[src/rtl/blob_centroid_pkg.sv]
// blob_centroid_pkg: sequencer state encoding and derived widths shared by the centroid engine.
package blob_centroid_pkg;
  typedef enum logic [1:0] {IDLE, LOAD, DIV, EMIT} state_t;
  function automatic int sum_w(input int coord_w, input int cnt_w);
    return coord_w + cnt_w;
  endfunction
  function automatic int ch_w(input int num_ch);
    return num_ch > 1 ? $clog2(num_ch) : 1;
  endfunction
endpackage

[src/rtl/centroid_div.sv]
// centroid_div: serial restoring divider, one quotient bit per cycle, done flags the final step.
module centroid_div #(
  parameter int COORD_W = 16,
  parameter int CNT_W   = 20,
  parameter int SUM_W   = COORD_W + CNT_W
) (
  input  logic               clk,
  input  logic               reset,
  input  logic               start,
  input  logic [SUM_W-1:0]   numer,
  input  logic [CNT_W-1:0]   denom,
  output logic [COORD_W-1:0] quotient,
  output logic               done
);
  localparam int IW = $clog2(COORD_W + 1);
  logic [CNT_W-1:0] rem_q;
  logic [COORD_W-1:0] sh_q;
  logic [IW-1:0] cnt_q;
  logic [CNT_W:0] trial;
  logic ge;
  // sh_q holds the unconsumed numerator bits and collects quotient bits from the bottom
  always_comb begin
    trial = {rem_q, sh_q[COORD_W-1]};
    ge = trial >= {1'b0, denom};
    quotient = {sh_q[COORD_W-2:0], ge};
    done = cnt_q == IW'(1);
  end
  always_ff @(posedge clk or posedge reset) begin
    if (reset) begin
      rem_q <= '0;
      sh_q <= '0;
      cnt_q <= '0;
    end else if (start) begin
      rem_q <= numer[SUM_W-1 -: CNT_W];
      sh_q <= numer[COORD_W-1:0];
      cnt_q <= IW'(COORD_W);
    end else if (cnt_q != '0) begin
      rem_q <= ge ? CNT_W'(trial - {1'b0, denom}) : trial[CNT_W-1:0];
      sh_q <= quotient;
      cnt_q <= cnt_q - 1'b1;
    end
  end
endmodule

[src/rtl/blob_centroid.sv]
// blob_centroid: per-class frame accumulators, eof snapshot and channel-serial centroid division.
module blob_centroid import blob_centroid_pkg::*; #(
  parameter int NUM_CH     = 4,
  parameter int COORD_W    = 16,
  parameter int CNT_W      = 20,
  parameter int MIN_PIXELS = 16
) (
  input  logic                      clk,
  input  logic                      reset,
  input  logic                      pix_valid,
  input  logic                      sof,
  input  logic                      eof,
  input  logic [COORD_W-1:0]        x_row,
  input  logic [COORD_W-1:0]        y_col,
  input  logic [NUM_CH-1:0]         pix_class,
  output logic [COORD_W-1:0]        center_x,
  output logic [COORD_W-1:0]        center_y,
  output logic [CNT_W-1:0]          cent_count,
  output logic                      found,
  output logic [ch_w(NUM_CH)-1:0]   cent_ch,
  output logic                      cent_valid,
  output logic                      frame_done,
  output logic                      busy,
  output logic                      overrun
);
  localparam int SUM_W = sum_w(COORD_W, CNT_W);
  localparam int CH_W = ch_w(NUM_CH);
  localparam logic [CNT_W-1:0] CNT_MAX = '1;
  logic [SUM_W-1:0] sx_q [NUM_CH];
  logic [SUM_W-1:0] sy_q [NUM_CH];
  logic [CNT_W-1:0] n_q [NUM_CH];
  logic [SUM_W-1:0] sx_d [NUM_CH];
  logic [SUM_W-1:0] sy_d [NUM_CH];
  logic [CNT_W-1:0] n_d [NUM_CH];
  logic [SUM_W-1:0] snx_q [NUM_CH];
  logic [SUM_W-1:0] sny_q [NUM_CH];
  logic [CNT_W-1:0] snn_q [NUM_CH];
  state_t state_q;
  logic [CH_W-1:0] ch_q;
  logic [CNT_W-1:0] sel_n;
  logic [COORD_W-1:0] qx, qy;
  logic done_x, done_y, frame_end, skip, last, start, emit;
  always_comb begin
    for (int c = 0; c < NUM_CH; c++) begin
      sx_d[c] = sx_q[c];
      sy_d[c] = sy_q[c];
      n_d[c] = n_q[c];
      if (pix_valid && sof) begin
        sx_d[c] = pix_class[c] ? SUM_W'(x_row) : '0;
        sy_d[c] = pix_class[c] ? SUM_W'(y_col) : '0;
        n_d[c] = pix_class[c] ? CNT_W'(1) : '0;
      end else if (pix_valid && pix_class[c] && n_q[c] != CNT_MAX) begin
        sx_d[c] = sx_q[c] + SUM_W'(x_row);
        sy_d[c] = sy_q[c] + SUM_W'(y_col);
        n_d[c] = n_q[c] + 1'b1;
      end
    end
  end
  // a zero count always takes the skip path so the divider never sees denom 0
  assign frame_end = pix_valid & eof;
  assign busy = state_q != IDLE;
  assign overrun = frame_end & busy;
  assign sel_n = snn_q[ch_q];
  assign skip = int'(sel_n) < MIN_PIXELS || sel_n == '0;
  assign last = ch_q == CH_W'(NUM_CH - 1);
  assign start = state_q == LOAD && !skip;
  assign emit = (state_q == LOAD && skip) || (state_q == DIV && done_x && done_y);
  centroid_div #(.COORD_W(COORD_W), .CNT_W(CNT_W), .SUM_W(SUM_W)) u_div_x (
    .clk(clk), .reset(reset), .start(start), .numer(snx_q[ch_q]), .denom(sel_n),
    .quotient(qx), .done(done_x)
  );
  centroid_div #(.COORD_W(COORD_W), .CNT_W(CNT_W), .SUM_W(SUM_W)) u_div_y (
    .clk(clk), .reset(reset), .start(start), .numer(sny_q[ch_q]), .denom(sel_n),
    .quotient(qy), .done(done_y)
  );
  always_ff @(posedge clk or posedge reset) begin
    if (reset) begin
      for (int c = 0; c < NUM_CH; c++) begin
        sx_q[c] <= '0;
        sy_q[c] <= '0;
        n_q[c] <= '0;
        snx_q[c] <= '0;
        sny_q[c] <= '0;
        snn_q[c] <= '0;
      end
      state_q <= IDLE;
      ch_q <= '0;
      center_x <= '0;
      center_y <= '0;
      cent_count <= '0;
      found <= 1'b0;
      cent_ch <= '0;
      cent_valid <= 1'b0;
      frame_done <= 1'b0;
    end else begin
      sx_q <= sx_d;
      sy_q <= sy_d;
      n_q <= n_d;
      cent_valid <= emit;
      frame_done <= emit && last;
      // snapshot takes the post-update sums so the eof pixel itself is included
      if (frame_end && !busy) begin
        snx_q <= sx_d;
        sny_q <= sy_d;
        snn_q <= n_d;
      end
      if (emit) begin
        center_x <= skip ? '0 : qx;
        center_y <= skip ? '0 : qy;
        cent_count <= sel_n;
        found <= !skip;
        cent_ch <= ch_q;
      end
      case (state_q)
        IDLE: if (frame_end) state_q <= LOAD;
        LOAD: state_q <= skip ? EMIT : DIV;
        DIV: if (done_x && done_y) state_q <= EMIT;
        EMIT: begin
          state_q <= last ? IDLE : LOAD;
          ch_q <= last ? '0 : ch_q + 1'b1;
        end
        default: state_q <= IDLE;
      endcase
    end
  end
endmodule

[config.mk]
export PLATFORM = sky130hd
export DESIGN_NAME = blob_centroid
export DESIGN_NICKNAME = d
export VERILOG_FILES = /design/src/rtl/blob_centroid_pkg.sv /design/src/rtl/centroid_div.sv /design/src/rtl/blob_centroid.sv
export SDC_FILE = /design/constraint.sdc
export NUM_CORES = 2
export LEC_CHECK = 0
export CORE_ASPECT_RATIO = 1.75
export CORE_MARGIN = 2
export CORE_UTILIZATION = 39
export DETAILED_ROUTE_END_ITERATION = 8
export HOLD_SLACK_MARGIN = 0.08
export PLACE_DENSITY = 0.58
export SLEW_MARGIN = 20
export SYNTH_ARGS = -nofsm -noshare
export SYNTH_HDL_FRONTEND = slang
export SYNTH_SLANG_ARGS = --single-unit
[constraint.sdc]
create_clock -name clk -period 50.3 [get_ports clk]
set_input_delay 5.03 -clock clk [delete_from_list [all_inputs] [get_ports clk]]
set_output_delay 5.03 -clock clk [all_outputs]
set_load 0.01 [all_outputs]
==> flow_summary.toml <==
[run_status]
status = "finished clean"

[sta]
finalSetupViolations = 0
fin_ws_ps = 38590
max_slew_margin_pct = 27.4
tightest_slew_ps = 1090
finalCritPeriodShare_pct = 23.3
period_needed_ps = 11710
skew_ps = 44.4
finalHoldViolations = 0
setup_tns_ps = 0
max_freq_ghz = 0.0854
slew_viol_final = 0
rsz0062_at_grt = "false"

[synthesis]
synth-seq-cells = 879
ys_seq_area_share_pct = 46.3
synth_area_um2 = 47500
synth_top_cell_area_share_pct = 46.3
synthFlopType = "dfrtp_1"
synth_area_leaders = "dfrtp_1, nand2_1, ha_1"
syn_area_per_cell_um2 = 9.53
netlist_instances = 4986
yosysUniqueCellTypes = 84
yosys.area.top_type = "dfrtp_1"
ys_warn_count = 0
syn-num-nets = 5224
async_reset_ff_share_pct = 100
synth-edff-count = 0

[die]
start_util_pct = 39.3
dieArea_um2 = 125000
die_y_um = 466
fp.coreArea_um2 = 121000
die_w_um = 268
rows = 169
pin_count = 100

[critical_path]
start_kind = "primary input"
cp_max_fo = 12
setup.worst_path.start = "pix_valid"
crit_type = "primary input to output pin"
r2r-start = "ch_q[1]$_DFFE_PP0P_"
worstPathArrival_ps = 6680
cp.required_ps = 45270
end_kind = "output pin"

[global_route]
grt_pass1_vias = 37300
grt_pass1_wl_um = 222000
grt_usage_pct = 23.4
grt.overflow.total = 0
grt_max_degree = 189
grt_antenna_before_repair = 2

[placed_design]
post-place-ws_ps = 38570
postPlaceCellArea_um2 = 50000
dp_hpwl_um = 99500
globalplace.congestion = 0.877
io_buffer_count = 99

[cells_and_area]
seq_area_um2 = 22000
fillerInstances = 11800
drive_above_1_share_pct = 8.24
utilization_pct = 44.0
fin_area_um2 = 53200
multi_input_area_um2 = 24200
layout-area-overhead-vs-synth_pct = 12.1
nets = 5203

[power_and_ir_drop]
combPwrFrac_pct = 34.2
total_power_uw = 2560
p_per_area_nw_per_um2 = 48.1
p_clk_share_pct = 28.6
p_int_uw = 1630
power.net_switching_uw = 929
vdd_drop_max_mv = 0.0302
swShare_pct = 36.3
p_leak_uw = 0.0231
power_frac_seq_pct = 37.1

[min_path]
hp-class = "register to register"
worstHoldStart = "snx_q[36]$_DFFE_PP0P_"

[routing]
met1_length_um = 55800
dr_wl_met2_um = 75100
drtPass1Iterations = 6
antenna_left = 0
wl_per_cell_um = 21.7
met3WireLength_um = 5680
drt-initial-drc-count = 2893
drc = 0
finalWirelength_um = 145000
top_layer_used = "met5"
via_count = 37400
vias_per_cell = 5.62

[clock_tree]
cts_tree = "yes"
cts_buffers = 88
clkSlewWorstSetupHoldPaths_ps = 60
clock_latency_ps = 740
cts_buffer_depth = 3
ctsResizeCount = 0
clockRootBuffer = "clkbuf_16"
clock-sinks = 879
htreeDepth = 3
postCtsSetupBuffers = 0
hold_buffers = 0

[run]
maxCapViolations = 0
## flip-flops by register name, indices dropped and copies added (netlist names), 20 cells and up
register and count:
sx_q 144, snn_q 80, cent_count 20, n_q 80
sny_q 144, u_div_x.rem_q 20, sy_q 144, snx_q 144
u_div_y.rem_q 20
## cell usage after synthesis, types with 30 or more instances
cell	instances
nand2_1	804
buf_2	30
nand3_1	148
o211ai_1	33
dfrtp_1	879
inv_1	109
mux2_2	67
nor2_1	491
nand4_1	54
and3_1	61
clkbuf_1	212
a21o_1	47
o21ai_0	365
or3_1	39
nor3_1	80
xor2_1	181
o31ai_1	97
a22o_1	42
ha_1	187
mux4_2	92
a211oi_1	38
nor2b_1	35
o21a_1	34
xnor2_1	172
a21oi_1	276
a31oi_1	88
## stage by stage
| step | hold WS (ps) | std cells |
|---|---|---|
| final | 469 | 6662 |
| after global routing | 482 | 6662 |
| after CTS | 475 | 6661 |
| after detailed placement | 460 | 6499 |
| after global placement | 450 | 6499 |
| after floorplan | 434 | 4986 |
## final timing paths
| check | slack, ps | end | cells after the start |
|---|---|---|---|
| min reg2reg | 470 | snx_q[36]$_DFFE_PP0P_ | 2 |
| max | 38590 | overrun | 5 |
| min in group asynchronous | 4890 | n_q[74]$_DFF_PP0_ | 2 |
| max in group asynchronous | 42240 | sny_q[62]$_DFFE_PP0P_ | 5 |
| min | 470 | snx_q[36]$_DFFE_PP0P_ | 2 |
| max reg2reg | 44700 | u_div_y.rem_q[8]$_DFFE_PP0P_ | 13 |
## power by group through the flow
| stage | sequential (uW) | clock [uW] | combinational (uW) |
|---|---|---|---|
| floorplan | 906 | 0 | 675 |
| global placement | 959 | 0 | 861 |
| detailed placement | 962 | 0 | 874 |
| CTS | 950 | 747 | 879 |
| global route | 963 | 775 | 973 |
| finish | 951 | 733 | 876 |
## worst max-delay path, cell delays in order
cell and delay [ps]:
clkdlybuf4s50_1 460, buf_4 300, nand2_1 200, nor2_1 130, clkdlybuf4s50_1 550
## cells by family (layout without fill, tap and decap cells)
group	count (synthesis)	after routing	share of synthesized area [%]
compound gates	1156	1156	15.1
buf+inv	373	424	3.10
flops	879	879	46.3
fa+ha+maj	197	197	5.35
mux	187	187	6.54
xor+xnor	353	353	6.51
other cells	0	1	0
simple gates	1841	1841	17.1
## cells in the final DEF, fill, tap and decap left out, types with 88 or more instances in the layout
master             n
a21oi_1          276
clkbuf_16         88
clkdlybuf4s50_1   96
dfrtp_1          877
ha_1             187
inv_1            108
mux4_2            92
nand2_1          801
nand3_1          147
nor2_1           487
o21ai_0          365
o31ai_1           97
xnor2_1          172
xor2_1           181
## routing by layer
metal	GRT usage [%]	vias up
met3	2.82	251
met1	27.2	18800
met4	12.4	2
li1	-	17500
met5	0	-
met2	41.7	843
## layout make-up
cell class	instances	share of cell area [%]
inverter	109	0.783
tap	1624	3.82
multi-input combinational	3734	45.4
antenna	1	0.00470
sequential	879	41.3
clock buffer	121	4.74
clock inverter	41	1.25
timing repair buffer	153	2.70
Power figures use the tool's default switching activity.
